===== src/rtl/teclado_pkg.sv =====
// Shared types and constants for the 4x4 keypad encoder.
//   KEY_W   : width of an encoded key (code = 4*row + col)
//   N_ROWS  : keypad rows
//   N_COLS  : keypad columns
//   estado_t: debounce FSM states
//   clase_t : classification of one complete scan frame
package teclado_pkg;
    localparam int KEY_W  = 4;
    localparam int N_ROWS = 4;
    localparam int N_COLS = 4;

    typedef enum logic [1:0] {
        IDLE,
        CONFIRM,
        PRESSED,
        RELEASING
    } estado_t;

    typedef enum logic [1:0] {
        NONE,
        SINGLE,
        MULTI
    } clase_t;
endpackage


===== src/rtl/barrido_teclado.sv =====
// Column scanner for the 4x4 keypad.
//   clk, rst   : system clock, synchronous active-high reset
//   filas      : keypad rows, active-low, asynchronous
//   columnas   : column drive, active-low, one column low per SCAN_DIV-cycle slot
//   snapshot   : complete frame image, bit 4*r+c set when row r seen with column c
//   frame_done : one-cycle pulse in the last cycle of column 3
module barrido_teclado
    import teclado_pkg::*;
#(
    parameter int SCAN_DIV = 4
) (
    input  logic                       clk,
    input  logic                       rst,
    input  logic [N_ROWS-1:0]          filas,
    output logic [N_COLS-1:0]          columnas,
    output logic [N_ROWS*N_COLS-1:0]   snapshot,
    output logic                       frame_done
);
    localparam int SLOT_W = $clog2(SCAN_DIV);

    logic [SLOT_W-1:0]        slot;
    logic [1:0]               col;
    logic [N_ROWS-1:0]        sync1, sync2;
    logic [N_ROWS-1:0]        row_s;
    logic [N_ROWS*N_COLS-1:0] snap_q;
    logic                     slot_end;

    assign row_s      = ~sync2;
    assign slot_end   = (slot == SLOT_W'(SCAN_DIV - 1));
    assign frame_done = slot_end && (col == 2'd3);
    assign columnas   = ~(N_COLS'(1) << col);

    // The snapshot output already contains the sample taken in this cycle,
    // so the classifier sees all four columns at frame_done without an
    // extra cycle of delay. The register itself restarts empty each frame.
    always_comb begin
        snapshot = snap_q;
        if (slot_end) begin
            for (int unsigned r = 0; r < N_ROWS; r++) begin
                snapshot[r*N_COLS + 32'(col)] = row_s[r];
            end
        end
    end

    always_ff @(posedge clk) begin
        if (rst) begin
            slot   <= '0;
            col    <= '0;
            sync1  <= '1;
            sync2  <= '1;
            snap_q <= '0;
        end else begin
            sync1 <= filas;
            sync2 <= sync1;
            if (slot_end) begin
                slot <= '0;
                col  <= col + 2'd1;
            end else begin
                slot <= slot + SLOT_W'(1);
            end
            snap_q <= frame_done ? '0 : snapshot;
        end
    end
endmodule


===== src/rtl/codificador_teclado.sv =====
// 4x4 matrix keypad encoder with debounce.
//   clk, rst : system clock, synchronous active-high reset
//   filas    : keypad rows, active-low, asynchronous
//   columnas : column drive, active-low, exactly one bit low
//   out      : code of the last accepted key (4*row + col)
//   valid    : one-cycle pulse when a new press is accepted
//   held     : high while the accepted key is considered pressed
module codificador_teclado
    import teclado_pkg::*;
#(
    parameter int SCAN_DIV     = 4,
    parameter int DEBOUNCE_CNT = 3
) (
    input  logic              clk,
    input  logic              rst,
    input  logic [N_ROWS-1:0] filas,
    output logic [N_COLS-1:0] columnas,
    output logic [KEY_W-1:0]  out,
    output logic              valid,
    output logic              held
);
    localparam logic [3:0] DEB = 4'(DEBOUNCE_CNT);

    logic [N_ROWS*N_COLS-1:0] snapshot;
    logic                     frame_done;

    barrido_teclado #(.SCAN_DIV(SCAN_DIV)) u_barrido (
        .clk        (clk),
        .rst        (rst),
        .filas      (filas),
        .columnas   (columnas),
        .snapshot   (snapshot),
        .frame_done (frame_done)
    );

    // Frame classifier
    logic [4:0]       n_set;
    logic [KEY_W-1:0] key;
    clase_t           clase;

    always_comb begin
        n_set = '0;
        key   = '0;
        for (int unsigned i = 0; i < N_ROWS*N_COLS; i++) begin
            if (snapshot[i]) begin
                n_set = n_set + 5'd1;
                key   = KEY_W'(i);
            end
        end
        if (n_set == 5'd0)      clase = NONE;
        else if (n_set == 5'd1) clase = SINGLE;
        else                    clase = MULTI;
    end

    // Debounce FSM and output registers
    estado_t          estado, estado_n;
    logic [KEY_W-1:0] cand, cand_n;
    logic [3:0]       cnt, cnt_n, cnt_inc;
    logic [KEY_W-1:0] out_q, out_n;
    logic             held_q, held_n;
    logic             valid_q, valid_n;

    assign cnt_inc = cnt + 4'd1;

    always_ff @(posedge clk) begin
        if (rst) begin
            estado  <= IDLE;
            cand    <= '0;
            cnt     <= '0;
            out_q   <= '0;
            held_q  <= 1'b0;
            valid_q <= 1'b0;
        end else begin
            estado  <= estado_n;
            cand    <= cand_n;
            cnt     <= cnt_n;
            out_q   <= out_n;
            held_q  <= held_n;
            valid_q <= valid_n;
        end
    end

    always_comb begin
        estado_n = estado;
        cand_n   = cand;
        cnt_n    = cnt;
        out_n    = out_q;
        held_n   = held_q;
        valid_n  = 1'b0;
        if (frame_done) begin
            unique case (estado)
                IDLE: begin
                    if (clase == SINGLE) begin
                        cand_n   = key;
                        cnt_n    = 4'd1;
                        estado_n = CONFIRM;
                    end
                end
                CONFIRM: begin
                    if (clase == SINGLE && key == cand) begin
                        cnt_n = cnt_inc;
                        if (cnt_inc == DEB) begin
                            estado_n = PRESSED;
                            out_n    = cand;
                            valid_n  = 1'b1;
                            held_n   = 1'b1;
                        end
                    end else if (clase == SINGLE) begin
                        cand_n = key;
                        cnt_n  = 4'd1;
                    end else begin
                        estado_n = IDLE;
                    end
                end
                PRESSED: begin
                    if (clase == NONE) begin
                        cnt_n    = 4'd1;
                        estado_n = RELEASING;
                    end
                end
                RELEASING: begin
                    if (clase == NONE) begin
                        cnt_n = cnt_inc;
                        if (cnt_inc == DEB) begin
                            estado_n = IDLE;
                            held_n   = 1'b0;
                        end
                    end else begin
                        estado_n = PRESSED;
                    end
                end
                default: estado_n = IDLE;
            endcase
        end
    end

    assign out   = out_q;
    assign held  = held_q;
    assign valid = valid_q;
endmodule


===== config.mk =====
export PLATFORM = sky130hd
export DESIGN_NAME = codificador_teclado
export DESIGN_NICKNAME = d
export VERILOG_FILES = /design/src/rtl/teclado_pkg.sv /design/src/rtl/barrido_teclado.sv /design/src/rtl/codificador_teclado.sv
export SDC_FILE = /design/constraint.sdc
export NUM_CORES = 1
export LEC_CHECK = 0
export CELL_PAD_IN_SITES_DETAIL_PLACEMENT = 1
export CELL_PAD_IN_SITES_GLOBAL_PLACEMENT = 2
export CORE_ASPECT_RATIO = 1.75
export CORE_MARGIN = 8
export CORE_UTILIZATION = 36
export CTS_BUF_LIST = sky130_fd_sc_hd__clkbuf_8
export CTS_CLUSTER_DIAMETER = 120
export CTS_CLUSTER_SIZE = 14
export DETAILED_ROUTE_END_ITERATION = 16
export PLACE_DENSITY_LB_ADDON = 0.1
export SYNTH_ARGS = -nofsm -noshare
export SYNTH_HDL_FRONTEND = slang
export SYNTH_HIERARCHICAL = 1
export SYNTH_SLANG_ARGS = --single-unit

===== constraint.sdc =====
create_clock -name clk -period 10.6 [get_ports clk]
set_input_delay 2.12 -clock clk [delete_from_list [all_inputs] [get_ports clk]]
set_output_delay 2.12 -clock clk [all_outputs]
set_load 0.01 [all_outputs]

==> results.yml <==
critical_path:
  timing.critical_path.required_ns: 10.80
  r2r_slack_ns: 0.49
  cp_max_fo: 4
  end_kind: "register"
  path_common_cell: "ha_1"
  slowest_stage: "o32a_1"
  cp-start-kind: "register"
  crit_arrival_ns: 10.31
  crit_type: "register to register"
  max_stage_delay_ns: 0.39
synthesis:
  synth_compound_area_share_pct: 22.58
  netlist_area_mm2: 0.004166
  async_flop_share_pct: 0
  synth_cell_type_count: 79
  synth.area.mux_share_pct: 4.144
  yosys-top-cells-count: "nand2_1 (50), dfxtp_1 (44), nor2_1 (40)"
  synth_top_cell_by_area: "dfxtp_1"
  yosys.area_share.simple_pct: 23.75
  yosysMostFrequentCell: "nand2_1"
  syn_nets: 529
  synth-seq-cells: 44
  yosys_warnings: 6
  ys.flop_type: "dfxtp_1"
  synth_xor_area_share_pct: 14.74
  syn-instance-count: 497
  synthTopCellsByArea: "dfxtp_1 (21%), ha_1 (7.8%), xnor2_1 (5.0%)"
  synth_top_family_by_area: "simple AND/OR/NAND/NOR gates"
  synth_seq_area_share_pct: 21.14
  yosys.area_share.adder_pct: 7.808
  synth_top_cell_area_share_pct: 21.14
  avgSynthCellArea_um2: 8.383
  synth-edff-count: 0
status:
  run_status: "finished clean"
power_and_ir_drop:
  total_power_uw: 357.0
  leakage_nw: 2.072
  irDropWorstVdd_v: 0.0001067
  powerDensity_mw_per_mm2: 70.13
routing:
  routed_wl_um: 11660
  via_count: 3737
  post-route-drc-count: 0
  vias_per_cell: 5.512
  drt_first_pass_iters: 4
  dr.first_iter.drc_count: 81
  wl_per_cell_um: 17.20
  ant_nets: 0
finish:
  nets: 574
  drive_gt1_share_pct: 26.89
  fill_cells: 1348
  diodes: 0
  area_growth_pct: 22.19
die:
  die_w_um: 97.33
  num_io_pins: 16
  fp-row-count: 52
  die_area_mm2: 0.01541
  coreArea_mm2: 0.01145
  fp.dieH_um: 158.3
  start_util_pct: 36.39
sta:
  setup_tns_ns: 0
  layout_min_cycle_time_ns: 10.11
  setup_violations: 0
  timing.final.crit_share_pct: 95.41
  tightest_slew_ns: 0.9239
  finalHoldViolCount: 0
  slew_violations: 0
  clock_skew_ns: 0.01227
  max_slew_margin_pct: 38.21
  fmax_ghz: 0.09887
clock_tree:
  cts_sinks: 44
  clk_latency_ns: 0.31
  cts_htree_levels: 2
  root_buffer: "clkbuf_8"
  cts_tree: "yes"
  cts_buffers: 5
  cts_hold_buf: 0
  clk_pin_slew_ns: 0.10
  cts_max_path_buffers: 2
global_routing:
  grt_start_max_net_pins: 29
  antenna_found_initial: 0
  overflow: 0
  grt_first_pass_wirelength_um: 19310
  grt_pass1_vias: 4043
  grtUsageTotal_pct: 14.94
placed_design:
  portBuffers: 15
  dp_hpwl_um: 8900
  gp_congestion: 0.8263
job:
  maxCapViolCount: 0
worst_hold_path:
  hold_path_class: "register to register"
## timing repair
item                                    in CTS  in global routing
setup buffers                               11                 15
resized for setup                           21                 42
endpoints found under the setup margin      16                 16
pin swaps                                    6                 23
## cell type report
class                           instances  area (µm²)  area share, %
Clock buffer                            5       68.82          1.352
Clock inverter                          3       46.29         0.9093
Inverter                               30       115.1          2.261
Multi-Input combinational cell        401        3314          65.10
Sequential cell                        44       888.4          17.45
Tap cell                              135       168.9          3.318
Timing Repair Buffer                   60       489.2          9.609
## power breakdown
group          leakage (nW)  internal, mW  total (mW)  switching [mW]
clock network        0.0548        0.0711       0.137          0.0657
logic                  1.66        0.0222      0.0493          0.0271
registers             0.359         0.168       0.171         0.00253
## cell families (layout without fill, tap and decap cells)
logic type	after synthesis	in the layout
muxes	17	17
DFF	44	44
AOI/OAI and AO/OA	120	120
xor gates and xnor gates	50	50
adders and majority gates	26	26
buffers and inverters	52	98
and+or+nand+nor	188	188
## metal layers
metal / part of all wire [%] / global-route usage, %
met1: 39 / 14.29
met2: 59 / 32.45
met3: 0.93 / 1.390
met4: 1.3 / 3.338
met5: 0 / 0
## layout by cell type (no fill, tap or decap), types with 4 or more instances in the layout
master,n
a21bo_2,5
ha_1,17
nand2_1,43
a21bo_1,11
o21ai_1,4
xor2_1,13
buf_4,43
ha_4,8
nand3_1,13
clkdlybuf4s50_1,15
dfxtp_1,40
nor4_1,4
xnor2_1,23
nand3b_1,16
nor2_1,38
mux2i_1,15
or3_1,4
a21o_1,4
nor3_1,12
o21ai_0,6
or2_2,9
clkbuf_8,5
a21oi_2,19
and2_1,7
inv_1,27
a21oi_1,16
nor3b_1,4
nand2_2,6
## stage by stage
| stage | worst slack [ns] | hold slack, ns | util (%) | cell area [µm²] | std cells |
|---|---|---|---|---|---|
| after floorplan | 0.2572 | 0.3895 | - | 4167 | 497 |
| after global placement | -0.1470 | 0.3930 | 39.35 | 4506 | 645 |
| after detailed placement | -0.4328 | 0.3977 | 39.35 | 4506 | 645 |
| after CTS | 0.02818 | 0.4207 | 41.83 | 4790 | 664 |
| after global routing | -0.04747 | 0.4350 | 44.46 | 5091 | 678 |
| final | 0.4862 | 0.4181 | 44.46 | 5091 | 678 |
## sequential cells by signal, summed over array words and instances (netlist names)
signal and count:
cand 4, cnt 4, estado 2, held 1
out 4, u_barrido/col 2, u_barrido/slot 2, u_barrido/snap_q 16
u_barrido/sync1 4, u_barrido/sync2 4, valid 1
## critical path, delay by kind of cell, from the launching register on
family	cells	cell delay (ns)
AO/OA/AOI/OAI	16	2.02
XOR/XNOR	3	0.42
adder cells (fa/ha/maj)	14	3.73
buffers and inverters	5	0.39
flip-flops	1	0.38
multiplexers	2	0.58
AND/OR/NAND/NOR	17	2.50
## path summary, 6_finish.rpt
kind                            startpoint                             to  depth (start not counted)
max          u_barrido/col[0]$_SDFFE_PP0N_            cnt[0]$_SDFFE_PP0P_                         57
min          u_barrido/sync1[2]$_SDFF_PP1_  u_barrido/sync2[2]$_SDFF_PP1_                          1
max reg2reg  u_barrido/col[0]$_SDFFE_PP0N_            cnt[0]$_SDFFE_PP0P_                         57
min reg2reg  u_barrido/sync1[2]$_SDFF_PP1_  u_barrido/sync2[2]$_SDFF_PP1_                          1
Note: power is estimated with default switching activity, not from simulation.
